$ cat config.mk
export PLATFORM = sky130hd
export DESIGN_NAME = mem_bus_ctrl
export DESIGN_NICKNAME = d
export VERILOG_FILES = /design/src/rtl/mem_bus_pkg.sv /design/src/rtl/wait_timer.sv /design/src/rtl/mem_bus_ctrl.sv
export SDC_FILE = /design/constraint.sdc
export NUM_CORES = 1
export LEC_CHECK = 0
export ABC_AREA = 1
export CORE_ASPECT_RATIO = 1.75
export CORE_UTILIZATION = 35
export CTS_BUF_LIST = sky130_fd_sc_hd__clkbuf_2
export CTS_CLUSTER_DIAMETER = 120
export DETAILED_ROUTE_END_ITERATION = 12
export DONT_BUFFER_PORTS = 1
export MAX_ROUTING_LAYER = met4
export PLACE_DENSITY_LB_ADDON = 0.1
export SLEW_MARGIN = 20
export SYNTH_ARGS = -nofsm -noshare
export SYNTH_HDL_FRONTEND = slang
export SYNTH_SLANG_ARGS = --single-unit
export TNS_END_PERCENT = 30
$ cat constraint.sdc
create_clock -name clk -period 3.3 [get_ports clk]
set_clock_uncertainty 0.2 [all_clocks]
set_input_delay 0.825 -clock clk [delete_from_list [all_inputs] [get_ports clk]]
set_output_delay 0.825 -clock clk [all_outputs]
set_load 0.005 [all_outputs]
$ cat src/rtl/mem_bus_pkg.sv
// Shared types and default geometry for the memory bus controller.
package mem_bus_pkg;
    localparam int ADDR_BITS_DEF   = 15;
    localparam int DATA_BITS_DEF   = 8;
    localparam int WAIT_CYCLES_DEF = 2;
    localparam int CNT_BITS        = 4;

    typedef enum logic [1:0] {
        IDLE   = 2'd0,
        ACCESS = 2'd1,
        RESP   = 2'd2
    } state_t;
endpackage

$ cat src/rtl/wait_timer.sv
// Wait-state down-counter: load on accept, count down to zero and hold there.
module wait_timer import mem_bus_pkg::*; (
    input  logic                clk,
    input  logic                rst,
    input  logic                load,
    input  logic [CNT_BITS-1:0] load_val,
    input  logic                en,
    output logic                zero
);
    logic [CNT_BITS-1:0] count;

    // Saturates at zero so it can never wrap.
    always_ff @(posedge clk) begin
        if (rst)
            count <= '0;
        else if (load)
            count <= load_val;
        else if (en && count != '0)
            count <= count - 1'b1;
    end

    assign zero = (count == '0);
endmodule

$ cat src/rtl/mem_bus_ctrl.sv
// Single-outstanding request/response bridge onto an asynchronous-read SRAM
// with a programmable number of wait states.
module mem_bus_ctrl import mem_bus_pkg::*; #(
    parameter int ADDR_BITS   = ADDR_BITS_DEF,
    parameter int DATA_BITS   = DATA_BITS_DEF,
    parameter int WAIT_CYCLES = WAIT_CYCLES_DEF
) (
    input  logic                 clk,
    input  logic                 rst,
    input  logic                 req_valid,
    output logic                 req_ready,
    input  logic                 req_we,
    input  logic [ADDR_BITS-1:0] req_addr,
    input  logic [DATA_BITS-1:0] req_wdata,
    output logic                 resp_valid,
    input  logic                 resp_ready,
    output logic [DATA_BITS-1:0] resp_rdata,
    output logic [ADDR_BITS-1:0] ram_a,
    output logic [DATA_BITS-1:0] ram_d,
    input  logic [DATA_BITS-1:0] ram_q,
    output logic                 ram_rd,
    output logic                 ram_wr
);
    state_t               state;
    logic                 we_q;
    logic [ADDR_BITS-1:0] addr_q;
    logic [DATA_BITS-1:0] wdata_q;
    logic [DATA_BITS-1:0] rdata_q;
    logic                 accept;
    logic                 cnt_zero;

    assign accept = req_valid && (state == IDLE);

    wait_timer u_timer (
        .clk      (clk),
        .rst      (rst),
        .load     (accept),
        .load_val (CNT_BITS'(WAIT_CYCLES)),
        .en       (state == ACCESS),
        .zero     (cnt_zero)
    );

    always_ff @(posedge clk) begin
        if (rst) begin
            state   <= IDLE;
            we_q    <= 1'b0;
            addr_q  <= '0;
            wdata_q <= '0;
            rdata_q <= '0;
        end else begin
            case (state)
                IDLE: if (req_valid) begin
                    we_q    <= req_we;
                    addr_q  <= req_addr;
                    wdata_q <= req_wdata;
                    state   <= ACCESS;
                end
                ACCESS: if (cnt_zero) begin
                    if (!we_q) rdata_q <= ram_q;
                    state <= RESP;
                end
                RESP: if (resp_ready) state <= IDLE;
                default: state <= IDLE;
            endcase
        end
    end

    assign req_ready  = (state == IDLE);
    assign resp_valid = (state == RESP);
    assign resp_rdata = rdata_q;
    assign ram_a      = addr_q;
    assign ram_d      = wdata_q;

    // Strobes are gated by rst directly so a reset in the final cycle cannot land a write.
    assign ram_rd = !rst && (state == ACCESS) && !we_q;
    assign ram_wr = !rst && (state == ACCESS) && we_q && cnt_zero;
endmodule

==> results.cfg <==
[cts]
cts.sinks = 38
cts-root-buf = clkbuf_2
cts_max_path_buffers = 2
insertion_delay_ns = 0.37
clkTransAtPathRegs_ns = 0.20
cts_buffers = 5
cts_tree = done
cts_setup_buffers = 0
htreeDepth = 2
ctsHoldBuffers = 0
cts_resized = 0

[timing]
hold_violations = 0
fmax_ghz = 0.394
whs_ns = 0.280
relSlewSlack = 0.791
drv_slew = 0
post-route-period-util = 0.769
min_period_ns = 2.54
rsz0062_at_grt = no
worst_pin_slew_ns = 0.314
setup_viol = 0
setup-tns-final_ns = 0

[routing]
drcViolationCount = 0
ant_nets = 0
drt_pass1_iterations = 4
drt-initial-drc-count = 10
post_drt_wl_per_cell_um = 13.4
via_per_inst = 5.09
finalWirelength_um = 3260
num_vias = 1236

[global_routing]
grt_start_max_net_pins = 34
grt_use_total = 0.158
grt-ovfl-total = 0
grt_pass1_vias = 1230
grt_pass1_wl_um = 5090
antenna_found_initial = 0

[logic_synthesis]
syn_nets = 230
synth_edf_count = 0
post-synth-top-area-fraction = 0.515
syn_avg_cell_area_sq_um = 7.66
synth_common_cells = 74 x nor2_1, 38 x dfxtp_1, 27 x o21ai_0
yosysSeqAreaShare = 0.515
yosys_register_bits = 38
yosysMostFrequentCell = nor2_1
synth_top_cells_by_area = dfxtp_1 51%, nor2_1 19%, o21ai_0 9.1%, buf_6 3.0%, nand2_1 2.8%
syn_inst = 193
ys_types = 22
ys_warn_count = 0
synth.cell_area_sq_mm = 0.00148
synth_top_cell_by_area = dfxtp_1
synth_ff_type = dfxtp_1
async_flop_share = 0

[job]
drv_cap = 0

[placement]
gp_congestion = 0.778
place_hpwl_um = 2370
portBuffers = 0
postPlaceCellArea_sq_mm = 0.00149

[critical_path]
worst_path_max_delay_cell = dfxtp_1
worstPathArrival_ns = 1.51
end_kind = output pin
required_ns = 2.27
max_stage_delay_ns = 0.37
critPathLaunchType = register
crit_path_cell_trace = inv_1 > ha_1 > nand2_1 > nor2_1 > nand2_1 > nor2_1
cp_max_fo = 4
critical_path_class = reg2out

[floorplan]
boundaryPins = 71
fp-row-count = 30
initial_core_util = 0.375
die_h_um = 88.0
die_area_sq_mm = 0.00450
fp.dieW_um = 51.1
core_area_sq_mm = 0.00394

[power_and_ir_drop]
p_per_area_mw_per_mm2 = 566
p_leak_uw = 0.000631
total_power_uw = 866
peakVddDrop_uv = 277

[finish]
final_nets = 231
drive_above_1_share = 0.0872
fin_area_sq_mm = 0.00153
area_delta_synth_final_pct = 3.56
num_antenna_cells = 0
fillerInstances = 434

[min_path]
hold_path.class = in2reg

[run_status]
status = finished clean
==> kinds of logic (layout without fill, tap and decap cells) <==
kind of cell    after synthesis  count (layout)  share of synthesized area
flops                        38              38                      0.515
simple gates                 98              98                      0.273
compound gates               37              37                      0.128
buf+inv                      19              21                     0.0754
fa+ha+maj                     1               1                    0.00847
==> cell type report <==
| cell class | instances | area (sq um) | share of cell area |
|---|---|---|---|
| Clock buffer | 5 | 25.0 | 0.0164 |
| Clock inverter | 3 | 16.3 | 0.0106 |
| Multi-Input combinational cell | 136 | 606 | 0.396 |
| Tap cell | 48 | 60.1 | 0.0392 |
| Inverter | 12 | 55.1 | 0.0360 |
| Timing Repair Buffer | 1 | 7.51 | 0.00491 |
| Sequential cell | 38 | 761 | 0.497 |
==> state kept, by name, summed over array words and instances, names as in the netlist <==
name	count
state	2
u_timer.count	4
resp_rdata	8
ram_d	8
we_q	1
ram_a	15
==> through the flow <==
step	setup WS (ns)	instances	util
3_3_place_gp	0.896	235	0.378
2_1_floorplan	1.17	193	-
6_report	0.764	243	0.388
4_1_cts	0.713	243	0.388
3_5_place_dp	0.854	235	0.378
5_1_grt	0.587	243	0.388
==> power breakdown <==
group | switching [uW] | internal (uW)
clock | 155 | 48.4
sequential | 33.1 | 502
combinational | 84.2 | 43.0
==> per-layer routing <==
metal / track usage / part of all wire
met3: 0.0556 / 0.058
met5: - / 0
met4: 0.0960 / 0.029
met2: 0.278 / 0.54
met1: 0.142 / 0.37
==> final timing paths <==
check        slack (ns)               end  depth (start not counted)              from
max reg2reg        1.66     resp_rdata[3]                          7  u_timer.count[0]
min reg2reg        0.30  u_timer.count[0]                          2  u_timer.count[0]
max                0.76            ram_wr                          6  u_timer.count[0]
min                0.28          state[0]                          1               rst
==> worst max-delay path, delay by kind of cell, from the launching register on <==
family | cells | cell delay, ns
adder cells (fa/ha/maj) | 1 | 0.21
flip-flops | 1 | 0.37
buffers and inverters | 1 | 0.09
AND/OR/NAND/NOR | 4 | 0.48
==> cells in the final DEF, fill, tap and decap left out, drive strengths merged <==
cell type  count
ha             1
clkinv         3
o21ai         32
buf            1
dfxtp         38
a21boi         1
clkinvlp       1
nor2          77
nand2         14
nor3           2
a21oi          3
clkbuf         5
nand3          3
nand4          2
inv           11
a31oi          1
(Power assumes the default switching activity.)
